File: src/rtl/alu_shared_multiplier_pkg.sv
// ============================================================================
// Module : alu_shared_multiplier_pkg
// Brief  : Shared constants and state encoding for the shared-ALU multiplier.
// Rev    : 1.0
// ============================================================================
`default_nettype none

package alu_shared_multiplier_pkg;

  localparam logic [2:0] ALU_FN_ADD = 3'b010;
  localparam int         MULT_ITERS = 32;

  typedef enum logic [1:0] {
    ST_IDLE = 2'd0,
    ST_RUN  = 2'd1,
    ST_SIGN = 2'd2
  } mult_state_t;

endpackage

`default_nettype wire

File: src/rtl/mult_sign_fix.sv
// ============================================================================
// Module : mult_sign_fix
// Brief  : Combinational conditional two's-complement negate.
// Rev    : 1.0
// ============================================================================
`default_nettype none

module mult_sign_fix #(
  parameter int W = 32
) (
  input  logic         neg,
  input  logic [W-1:0] x,
  output logic [W-1:0] y
);

  assign y = neg ? ((~x) + {{(W-1){1'b0}}, 1'b1}) : x;

endmodule

`default_nettype wire

File: src/rtl/alu_shared_multiplier.sv
// ============================================================================
// Module : alu_shared_multiplier
// Brief  : Iterative shift-add 32x32->64 multiplier borrowing the execute ALU.
// Rev    : 1.0
// ============================================================================
`default_nettype none

module alu_shared_multiplier
  import alu_shared_multiplier_pkg::*;
#(
  parameter int         WIDTH   = MULT_ITERS,
  parameter logic [2:0] ALU_ADD = ALU_FN_ADD
) (
  input  logic             clk,
  input  logic             rst,
  input  logic             start,
  input  logic             sgn,
  input  logic [WIDTH-1:0] src_a,
  input  logic [WIDTH-1:0] src_b,
  output logic             alu_req,
  output logic [WIDTH-1:0] alu_a,
  output logic [WIDTH-1:0] alu_b,
  output logic [2:0]       alu_f,
  input  logic [WIDTH-1:0] alu_out,
  output logic             busy,
  output logic             done,
  output logic [WIDTH-1:0] hi,
  output logic [WIDTH-1:0] lo
);

  localparam int CW = $clog2(WIDTH);

  mult_state_t        state, next_state;
  logic [WIDTH-1:0]   mcand, acc_hi, acc_lo;
  logic [CW-1:0]      count;
  logic               neg;
  logic [WIDTH-1:0]   abs_a, abs_b;
  logic [2*WIDTH-1:0] prod;
  logic               carry;

  mult_sign_fix #(.W(WIDTH)) u_abs_a (
    .neg (sgn & src_a[WIDTH-1]),
    .x   (src_a),
    .y   (abs_a)
  );

  mult_sign_fix #(.W(WIDTH)) u_abs_b (
    .neg (sgn & src_b[WIDTH-1]),
    .x   (src_b),
    .y   (abs_b)
  );

  mult_sign_fix #(.W(2*WIDTH)) u_fix (
    .neg (neg),
    .x   ({acc_hi, acc_lo}),
    .y   (prod)
  );

  // Carry-out of the 32-bit ALU add, rebuilt from operand and result sign bits.
  assign carry = (alu_a[WIDTH-1] & alu_b[WIDTH-1]) |
                 ((alu_a[WIDTH-1] | alu_b[WIDTH-1]) & ~alu_out[WIDTH-1]);

  assign alu_f = ALU_ADD;

  always_ff @(posedge clk or negedge rst) begin
    if (!rst) begin
      state <= ST_IDLE;
    end else begin
      state <= next_state;
    end
  end

  always_comb begin
    next_state = state;
    alu_req    = 1'b0;
    alu_a      = '0;
    alu_b      = '0;
    busy       = 1'b0;
    case (state)
      ST_IDLE: begin
        if (start) next_state = ST_RUN;
      end
      ST_RUN: begin
        busy    = 1'b1;
        alu_req = 1'b1;
        alu_a   = acc_hi;
        alu_b   = acc_lo[0] ? mcand : '0;
        if (count == CW'(WIDTH-1)) next_state = ST_SIGN;
      end
      ST_SIGN: begin
        busy       = 1'b1;
        next_state = ST_IDLE;
      end
      default: next_state = ST_IDLE;
    endcase
  end

  always_ff @(posedge clk or negedge rst) begin
    if (!rst) begin
      mcand  <= '0;
      acc_hi <= '0;
      acc_lo <= '0;
      neg    <= 1'b0;
      count  <= '0;
      hi     <= '0;
      lo     <= '0;
      done   <= 1'b0;
    end else begin
      done <= 1'b0;
      case (state)
        ST_IDLE: begin
          if (start) begin
            mcand  <= abs_a;
            acc_hi <= '0;
            acc_lo <= abs_b;
            neg    <= sgn & (src_a[WIDTH-1] ^ src_b[WIDTH-1]);
            count  <= '0;
          end
        end
        ST_RUN: begin
          acc_hi <= {carry, alu_out[WIDTH-1:1]};
          acc_lo <= {alu_out[0], acc_lo[WIDTH-1:1]};
          count  <= count + 1'b1;
        end
        ST_SIGN: begin
          hi   <= prod[2*WIDTH-1:WIDTH];
          lo   <= prod[WIDTH-1:0];
          done <= 1'b1;
        end
        default: ;
      endcase
    end
  end

endmodule

`default_nettype wire

File: config.mk
export PLATFORM = sky130hd
export DESIGN_NAME = alu_shared_multiplier
export DESIGN_NICKNAME = d
export VERILOG_FILES = /design/src/rtl/alu_shared_multiplier_pkg.sv /design/src/rtl/mult_sign_fix.sv /design/src/rtl/alu_shared_multiplier.sv
export SDC_FILE = /design/constraint.sdc
export NUM_CORES = 1
export LEC_CHECK = 0
export BUFFER_PORTS_ARGS = -buffer_cell sky130_fd_sc_hd__clkbuf_2
export CAP_MARGIN = 20
export CORE_UTILIZATION = 50
export CTS_CLUSTER_DIAMETER = 120
export DETAILED_ROUTE_END_ITERATION = 10
export PLACE_DENSITY_LB_ADDON = 0.25
export SYNTH_ARGS = -nofsm -noshare
export SYNTH_HDL_FRONTEND = slang
export SYNTH_SLANG_ARGS = --single-unit
File: constraint.sdc
create_clock -name clk -period 2.85 [get_ports clk]
set_input_delay 0.1425 -clock clk [delete_from_list [all_inputs] [get_ports clk]]
set_output_delay 0.1425 -clock clk [all_outputs]
set_load 0.02 [all_outputs]
==> reports/qor.csv, run 1 <==
stage,metric,value,unit
floorplanning,io_pins,234,
sta,tightestPinTransition,0.879,ns
global_routing,antenna_found_initial,0,
min_path,hold_path.startpoint,src_b[0],
floorplanning,rows,51,
sta,rsz0062_at_grt,no,
power,ir_drop,0.561,mV
critical_path,max_stage_delay,0.57,ns
global_routing,grt_usage,30.6,%
layout,drive_gt1_share,24.5,%
synthesis,synth_xor_area_share,7.81,%
placement,io_buffers,230,
global_routing,grt_pass1_vias,9357,
power,p_leak,0.00580,uW
synthesis,synth_cell_types,60,
critical_path,cp.arrival,3.11,ns
floorplanning,die_area,21000,um2
sta,timing.final.crit_share,96.0,%
sta,fin_skew,0.00815,ns
drt,wl,31500,um
synthesis,ys_seq_elements,169,
floorplanning,die_h,145,um
status,outcome,finished clean,
floorplanning,coreArea,19700,um2
power,powerDensity,1100,nW/um2
sta,setup_violations,0,
synthesis,synth_compound_area_share,20.4,%
critical_path,worstPathRequired,3.22,ns
sta,finalCriticalPeriod,2.74,ns
clock_network,numCtsBuffers,17,
critical_path,cp_common_cell,or4_4,
floorplanning,initial_core_util,51.7,%
global_routing,grt_pass1_wl,49300,um
sta,hold_viol,0,
critical_path,worst-path-max-fanout,5,
clock_network,cts.path.max_buffers,2,
placement,dp.final_hpwl,22600,um
layout,antenna_cells,0,
synthesis,syn-cell-area,10200,um2
clock_network,cts_tree,yes,
synthesis,yosysSeqAreaShare,41.5,%
critical_path,r2r-start,acc_lo[7],
synthesis,synth-async-reset-ratio,100,%
sta,final_max_slew_viol_count,0,
drt,dr.first_iter.drc_count,858,
flow_run,cap_viol_max_count,0,
synthesis,synth_top_flop_cell,dfrtp_1,
drt,drc,0,
critical_path,cp_num_buf_inv,0,
layout,final_common_cell,clkbuf_2,
critical_path,cp-end-kind,register,
critical_path,worstPathCellList,or4_4 > or4_4 > or4_4 > or4_1 > nand3_1,
sta,slew_headroom,40.9,%
critical_path,cp_top_family,simple AND/OR/NAND/NOR gates,
critical_path,cp-startpoint,acc_lo[7],
clock_network,cts_num_sinks,169,
clock_network,cts-htree-levels,4,
global_routing,grt_overflow,0,
drt,ant_nets,0,
synthesis,ys.warnings.count,0,
critical_path,worstSetupPathType,register to register,
layout,nets,1535,
drt,first_pass_iters,5,
clock_network,clk_latency,0.43,ns
drt,post_drt_wl_per_cell,18.5,um
layout,final_util,65.1,%
global_routing,grt_max_degree,145,
critical_path,slowest_stage,or4_4,
layout,area_growth,25.8,%
clock_network,cts_setup_buffers,0,
sta,timing.fmax,0.365,GHz
placement,gp_congestion,0.910,
synthesis,synth_mux_area_share,0.920,%
floorplanning,die_width,145,um
synthesis,syn_area_per_cell,8.71,um2
clock_network,clkTransAtPathRegs,0.07,ns
sta,final.setup.tns,0,ns
synthesis,synth_adder_area_share,1.10,%
synthesis,synth_top_family_by_area,simple AND/OR/NAND/NOR gates,
clock_network,clock-root-buffer,clkbuf_16,
drt,viasPerCell,6.00,
synthesis,postSynthCellCount,1171,
layout,layout.cells.most_common_list,"229 x clkbuf_2, 169 x dfrtp_1, 90 x nor2_1",
synthesis,synthSimpleGateAreaFrac,23.6,%
min_path,hp-class,primary input to register,
synthesis,synth_edf_count,0,
drt,vias,10200,
critical_path,startpoint_type,register,
Yosys cell counts (3+ instances only):
library cell / n / share of area, %
or3_1: 28 / 1.7
buf_1: 6 / 0.22
inv_1: 24 / 0.88
or2_2: 5 / 0.31
nand2_1: 75 / 2.8
mux2_2: 3 / 0.33
dfrtp_1: 169 / 41
a2111oi_0: 3 / 0.26
buf_4: 3 / 0.22
a221oi_1: 6 / 0.52
nand2b_1: 5 / 0.31
nor3_1: 40 / 2.0
nand4_1: 21 / 1.3
a31oi_1: 35 / 2.1
and3_1: 41 / 2.5
ha_1: 9 / 1.1
o31ai_1: 18 / 1.3
or4_1: 24 / 1.8
nand3_1: 35 / 1.7
and2_1: 36 / 2.2
nand3b_1: 5 / 0.37
a22oi_1: 23 / 1.7
clkbuf_1: 86 / 3.2
a311oi_1: 3 / 0.26
o22ai_1: 5 / 0.31
or4_4: 3 / 0.33
nor2b_1: 13 / 0.80
a21oi_1: 65 / 3.2
mux2i_1: 6 / 0.59
xor2_1: 49 / 4.2
o41ai_1: 19 / 1.6
o311ai_0: 6 / 0.52
xnor2_1: 42 / 3.6
o21ai_0: 75 / 3.7
nor4_1: 27 / 1.7
a41oi_1: 3 / 0.26
a22o_1: 33 / 2.8
nor2_1: 90 / 3.3
tightest hold or removal path, delay by kind of cell:
kind	cells	cell delay (ns)
buffers and inverters	2	0.18
AOI/OAI and AO/OA	1	0.07
path summary, 6_finish.rpt:
| path | end | slack, ns | cells past startpoint |
|---|---|---|---|
| max | hi[20] | 0.11 | 5 |
| min | acc_lo[0] | 0.003 | 3 |
| max reg2reg | hi[20] | 0.11 | 5 |
| min reg2reg | mcand[15] | 0.48 | 2 |
| max in group asynchronous | acc_lo[17] | 1.72 | 3 |
| min in group asynchronous | hi[9] | 0.26 | 2 |
flip-flops by register name (all words and copies together), names as in the netlist:
name and flops:
acc_hi 32, acc_lo 32, hi 32, lo 32, mcand 32, count 5, state 2, done 1
neg 1
cells by family after synthesis:
kind of cell,after synthesis
compound gates,314
xor+xnor,91
fa+ha+maj,9
buf+inv,122
flops,169
mux,9
other cells,2
simple gates,455
report_power, final:
group / switching (uW) / internal, uW
Clock: 1010 / 1370
Sequential: 940 / 3530
Combinational: 4600 / 2720
area by class of cell:
cell class / count / area (um2)
Clock inverter: 12 / 139
Inverter: 25 / 93.8
Multi-Input combinational cell: 881 / 5540
Timing Repair Buffer: 332 / 2030
Tap cell: 265 / 332
Fill cell: 1649 / 6890
Sequential cell: 169 / 4230
Clock buffer: 20 / 467
metrics by stage:
stage	cells	hold WS [ns]	power (uW)	cell area [um2]	worst slack (ns)
2_1_floorplan	1172	-0.153	8970	10200	0.0149
3_3_place_gp	1640	0.178	11500	11900	0.157
3_5_place_dp	1640	0.175	11700	11900	0.140
4_1_cts	1704	0.00105	14100	12800	0.125
5_1_grt	1704	0.0190	15100	12800	0.0346
6_report	1704	0.00338	14200	12800	0.113
repair_timing:
action                                 in CTS  in global routing
endpoints found under the hold margin      93                  0
gates resized for setup                     0                  0
hold buffers                               32                  0
metal layers:
metal	track usage [%]	up-vias	routed length, um	part of all wire (%)
li1	-	4835	-	-
met1	42.0	4840	13800	44
met3	6.58	82	2440	7.7
met5	0	-	0	0
met2	46.8	469	14300	45
met4	12.2	0	1020	3.2
Note: power is estimated with default switching activity, not from simulation.
==> run 2: changes to the inputs <==
- SETUP_SLACK_MARGIN: unset -> 0.3
- SYNTH_HIERARCHICAL: unset -> 1
==> reports/qor.csv, run 2 <==
stage,metric,value,unit
synthesis,synth-async-reset-ratio,100,%
sta,timing.final.crit_share,90.1,%
critical_path,endpoint,hi[18],
clock_network,cts-htree-levels,4,
synthesis,postSynthCellCount,956,
critical_path,worstSetupPathType,register to register,
synthesis,yosysSeqAreaShare,40.9,%
sta,fin_skew,0.0108,ns
sta,slew_headroom,44.8,%
power,powerDensity,1090,nW/um2
global_routing,grt_overflow,0,
drt,viasPerCell,5.85,
power,p_leak,0.00545,uW
floorplanning,rows,52,
layout,antenna_cells,0,
placement,placedInstanceArea,11700,um2
synthesis,synth_edf_count,0,
clock_network,clock-root-buffer,clkbuf_16,
critical_path,r2r-start,acc_lo[10],
drt,vias,8778,
floorplanning,io_pins,234,
critical_path,reg2reg_to,hi[18],
power,ir_drop,0.649,mV
synthesis,synthTopCellsByArea,"dfrtp_1 41%, mux2_2 11%, xnor2_1 10%, o22ai_1 3.8%, a22o_1 2.9%",
drt,first_pass_iters,5,
synthesis,yosysMostFrequentCell,dfrtp_1,
min_path,hp-class,primary input to register,
sta,tightestPinTransition,0.828,ns
synthesis,syn-cell-area,10300,um2
drt,wl,27800,um
sta,final.setup.tns,0,ns
layout,final_common_cell,clkbuf_2,
sta,setup_violations,0,
floorplanning,initial_core_util,51.0,%
drt,dr.first_iter.drc_count,558,
critical_path,worst-path-max-fanout,9,
synthesis,synth_cell_types,60,
layout,final_cell_area,12900,um2
drt,drc,0,
global_routing,grt_max_degree,66,
synthesis,synth.largest_area_cell,dfrtp_1,
layout,layout.cells.most_common_list,"229 x clkbuf_2, 158 x dfrtp_1, 122 x xnor2_1",
status,outcome,finished clean,
drt,post_drt_wl_per_cell,18.5,um
synthesis,synth_top_flop_cell,dfrtp_1,
critical_path,cp-startpoint,acc_lo[10],
critical_path,cp.arrival,2.89,ns
clock_network,clkTransAtPathRegs,0.07,ns
global_routing,grt_usage,26.2,%
clock_network,numCtsBuffers,17,
floorplanning,die_h,146,um
global_routing,antenna_found_initial,2,
critical_path,cp-end-kind,register,
sta,timing.fmax,0.389,GHz
flow_run,cap_viol_max_count,0,
critical_path,startpoint_type,register,
critical_path,worstPathRequired,3.17,ns
sta,rsz0062_at_grt,yes,
synthesis,ys_seq_elements,169,
floorplanning,die_width,146,um
synthesis,ys_top_cells_by_count,"169 x dfrtp_1, 122 x xnor2_1, 97 x mux2_2, 62 x o22ai_1, 44 x nand2_1",
clock_network,cts_num_sinks,169,
sta,holdWs,0.0269,ns
sta,finalCriticalPeriod,2.57,ns
layout,nets,1326,
critical_path,r2r_slack,0.28,ns
sta,final_max_slew_viol_count,0,
clock_network,cts_tree,yes,
synthesis,yosysTopAreaCellShare,40.9,%
placement,gp_congestion,0.858,
clock_network,cts.path.max_buffers,2,
placement,io_buffers,230,
clock_network,clk_latency,0.43,ns
floorplanning,die_area,21200,um2
global_routing,grt_pass1_vias,8489,
sta,hold_viol,0,
floorplanning,coreArea,20200,um2
synthesis,syn_area_per_cell,10.8,um2
layout,drive_gt1_share,40.0,%
critical_path,reg2reg_depth,6,
synthesis,ys.warnings.count,6,
layout,area_growth,25.3,%
drt,ant_nets,0,
global_routing,grt_pass1_wl,44700,um
placement,dp.final_hpwl,19000,um
run 2: changes by cell type after synthesis, sizes merged, moves of 31 or more:
cell / delta
o21ai: -35
clkbuf: -62
xnor2: +80
mux2: +94
xor2: -48
a21oi: -32
o22ai: +57
nor2: -78
nand2: -31
a31oi: -34
run 2: cell families (layout without fill, tap and decap cells):
kind of cell | Yosys count | count (layout) | synth area share (%)
xor gates and xnor gates | 123 | 123 | 10.4
AOI/OAI and AO/OA | 247 | 247 | 17.6
other | 2 | 3 | 0.0727
muxes | 100 | 100 | 10.9
DFF | 169 | 169 | 40.9
buffers and inverters | 76 | 348 | 3.70
and+or+nand+nor | 230 | 231 | 15.3
adders and majority gates | 9 | 9 | 1.09
run 2: per-stage QoR:
step                power, uW  utilization (%)  setup slack [ns]  cells
floorplan                9380                -             0.409    957
finish                  14100             63.9             0.282   1500
detailed placement      11500             58.0             0.119   1417
CTS                     14000             63.1             0.292   1488
global placement        11300             58.0             0.168   1417
global route            15000             63.9             0.203   1500
run 2: how the worst min path moves through the flow:
stage	from	to	cells past startpoint	slack (ns)
floorplan	rst	acc_hi[0]	0	-0.15
global placement	rst	hi[6]	1	0.11
detailed placement	rst	hi[6]	1	0.12
CTS	alu_out[0]	acc_lo[31]	3	0.02
global route	alu_out[0]	acc_lo[31]	3	0.05
finish	alu_out[0]	acc_lo[31]	3	0.03
run 2: cell type report:
class / instances / area, um2
clock buffer: 17 / 425
clock inverter: 15 / 163
fill: 1640 / 7300
inverter: 11 / 41.3
multi-input combinational: 713 / 5860
sequential: 169 / 4240
tap: 270 / 338
timing repair buffer: 305 / 1870
run 2: power breakdown:
group | switching (uW) | leakage, uW | internal (uW)
clock | 1060 | 0.000287 | 1310
combinational | 3810 | 0.00317 | 3240
sequential | 1150 | 0.00199 | 3540
total | 6030 | 0.00545 | 8080
run 2: worst max-delay path, stage by stage, from the launching register on:
cell and delay (ns):
dfrtp_2 0.45, or4_4 0.59, nor2_2 0.33, nand3_2 0.31, o41ai_2 0.41, xnor2_1 0.10, mux2_2 0.27
run 2: routing by layer:
layer / routed length, um / up-vias / GRT usage [%]
met5: 0 / - / 0
met4: 530 / 0 / 8.47
met3: 1870 / 36 / 4.76
met2: 13200 / 348 / 41.6
met1: 12100 / 4295 / 36.2
li1: - / 4099 / -
run 2: repair_timing:
| action | CTS | global route |
|---|---|---|
| endpoints found under the hold margin | 78 | 0 |
| pin swaps | 5 | 7 |
| setup endpoints to repair | 23 | 30 |
| resized for setup | 7 | 23 |
| hold buffers | 34 | 0 |
| gates cloned | 0 | 1 |
| setup buffers | 5 | 11 |
==> run 3: changes to the inputs <==
==> constraint.sdc (replaced) <==
create_clock -name clk -period 2.85 [get_ports clk]
set_input_delay 0.57 -clock clk [delete_from_list [all_inputs] [get_ports clk]]
set_output_delay 0.57 -clock clk [all_outputs]
set_load 0.02 [all_outputs]
==> reports/qor.csv, run 3 (synthesis results as in run 2) <==
stage,metric,value,unit
status,outcome,finished clean,
layout,layout.cells.most_common_list,"229 x clkbuf_2, 161 x dfrtp_1, 122 x xnor2_1",
clock_network,clk_latency,0.43,ns
floorplanning,die_area,21200,um2
sta,hold_viol,0,
layout,nets,1291,
drt,first_pass_iters,4,
clock_network,clkTransAtPathRegs,0.07,ns
clock_network,cts.path.max_buffers,2,
sta,final_max_slew_viol_count,0,
critical_path,worstPathCellList,or4_4 > nor4_4 > nand2b_1 > o41ai_4 > xnor2_1 > mux2_2,
critical_path,reg2reg_to,hi[18],
critical_path,slowest_stage,or4_4,
global_routing,grt_usage,25.8,%
placement,gp_congestion,0.844,
sta,rsz0062_at_grt,yes,
critical_path,cp-startpoint,acc_lo[26],
placement,io_buffers,230,
placement,dp.final_hpwl,18800,um
sta,final.setup.tns,0,ns
drt,wl,27400,um
critical_path,cp_top_family,simple AND/OR/NAND/NOR gates,
power,p_leak,0.00529,uW
critical_path,r2r_slack,0.27,ns
layout,area_growth,22.5,%
clock_network,holdBufCountCts,0,
sta,tightestPinTransition,0.682,ns
global_routing,grt_pass1_wl,44500,um
global_routing,grt_overflow,0,
critical_path,cp_num_cells,6,
floorplanning,rows,52,
critical_path,worst-path-max-fanout,6,
drt,drc,0,
floorplanning,initial_core_util,51.0,%
critical_path,cp_num_buf_inv,0,
critical_path,max_stage_delay,0.60,ns
power,powerDensity,1110,nW/um2
sta,timing.final.crit_share,90.5,%
critical_path,worstSetupPathType,register to register,
global_routing,grt_pass1_vias,8461,
sta,slew_headroom,53.6,%
floorplanning,io_pins,234,
drt,post_drt_wl_per_cell,18.7,um
floorplanning,die_h,146,um
clock_network,cts-htree-levels,4,
drt,dr.first_iter.drc_count,458,
clock_network,cts_num_sinks,169,
sta,timing.fmax,0.388,GHz
clock_network,cts_tree,yes,
sta,setup_violations,0,
floorplanning,coreArea,20200,um2
global_routing,antenna_found_initial,1,
layout,fill_cells,1699,
critical_path,startpoint_type,register,
critical_path,reg2reg_depth,6,
floorplanning,die_width,146,um
critical_path,r2r-start,acc_lo[26],
sta,fin_skew,0.00838,ns
clock_network,clock-root-buffer,clkbuf_16,
drt,ant_nets,0,
drt,vias,8670,
drt,viasPerCell,5.91,
clock_network,numCtsBuffers,17,
critical_path,cp-end-kind,register,
critical_path,endpoint,hi[18],
power,ir_drop,0.663,mV
placement,place_inst,1419,
flow_run,cap_viol_max_count,0,
layout,final_common_cell,clkbuf_2,
global_routing,grt_max_degree,66,
sta,finalCriticalPeriod,2.58,ns
min_path,hp-class,primary input to asynchronous set/reset pin,
layout,drive_gt1_share,40.7,%
layout,stdcell_count,1466,
critical_path,worstPathRequired,3.17,ns
critical_path,cp.arrival,2.90,ns
run 3: changes by cell type in the layout (fill, tap and decap cells not counted), moves of 3 or more:
cell	delta
buf_12	+4
buf_4	-6
clkinvlp_4	+4
dfrtp_1	+3
dfrtp_2	-3
dlygate4sd3_1	-34
inv_6	-4
inv_8	+3
run 3: cell type report:
class	count	area (um2)	share of cell area, %
antenna	1	2.50	0.0198
clock buffer	17	425	3.36
clock inverter	15	138	1.09
inverter	11	41.3	0.326
multi-input combinational	713	5890	46.6
sequential	169	4240	33.5
tap	270	338	2.67
timing repair buffer	270	1570	12.4
run 3: worst min-delay path by stage:
stage              start   endpoint  slack (ns)  cells after the start
2_1_floorplan        rst  acc_hi[0]        0.27                      0
3_3_place_gp   mcand[24]  mcand[24]        0.48                      1
3_5_place_dp   mcand[12]  mcand[12]        0.49                      1
4_1_cts              rst     hi[18]        0.14                      1
5_1_grt              rst      hi[2]        0.16                      1
6_report             rst      hi[8]        0.13                      1
run 3: what timing repair did:
action / in CTS / in global routing
setup buffers: 6 / 7
endpoints found under the setup margin: 55 / 66
pin swaps: 5 / 5
cloned: 0 / 1
gates resized for setup: 7 / 27
run 3: routing by layer:
metal / vias up / track usage [%] / share of wire (%)
met4: 0 / 8.32 / 1.9
met3: 37 / 4.61 / 5.6
met1: 4324 / 36.2 / 45
met2: 286 / 40.4 / 47
met5: - / 0 / 0
li1: 4023 / - / -
run 3: worst register-to-register path, stage by stage, from the launching register on:
cell      delay, ns
dfrtp_2        0.45
or4_4          0.60
nor4_4         0.35
nand2b_1       0.22
o41ai_4        0.46
xnor2_1        0.12
mux2_2         0.27
run 3: report_power, final:
part | switching [uW] | internal, uW | total (uW)
logic | 3940 | 3240 | 7180
registers | 1050 | 3530 | 4580
clock network | 1090 | 1150 | 2240
total | 6080 | 7920 | 14000
run 3: metrics by stage:
step	setup slack (ns)	power [uW]	hold slack [ns]	cell area, um2	util (%)
5_1_grt	0.199	14800	0.158	12600	62.5
3_3_place_gp	0.178	11400	0.480	11800	58.2
2_1_floorplan	0.409	9380	0.274	10300	-
6_report	0.270	14000	0.126	12700	62.5
4_1_cts	0.260	13800	0.141	12500	61.6
3_5_place_dp	0.147	11500	0.487	11800	58.2
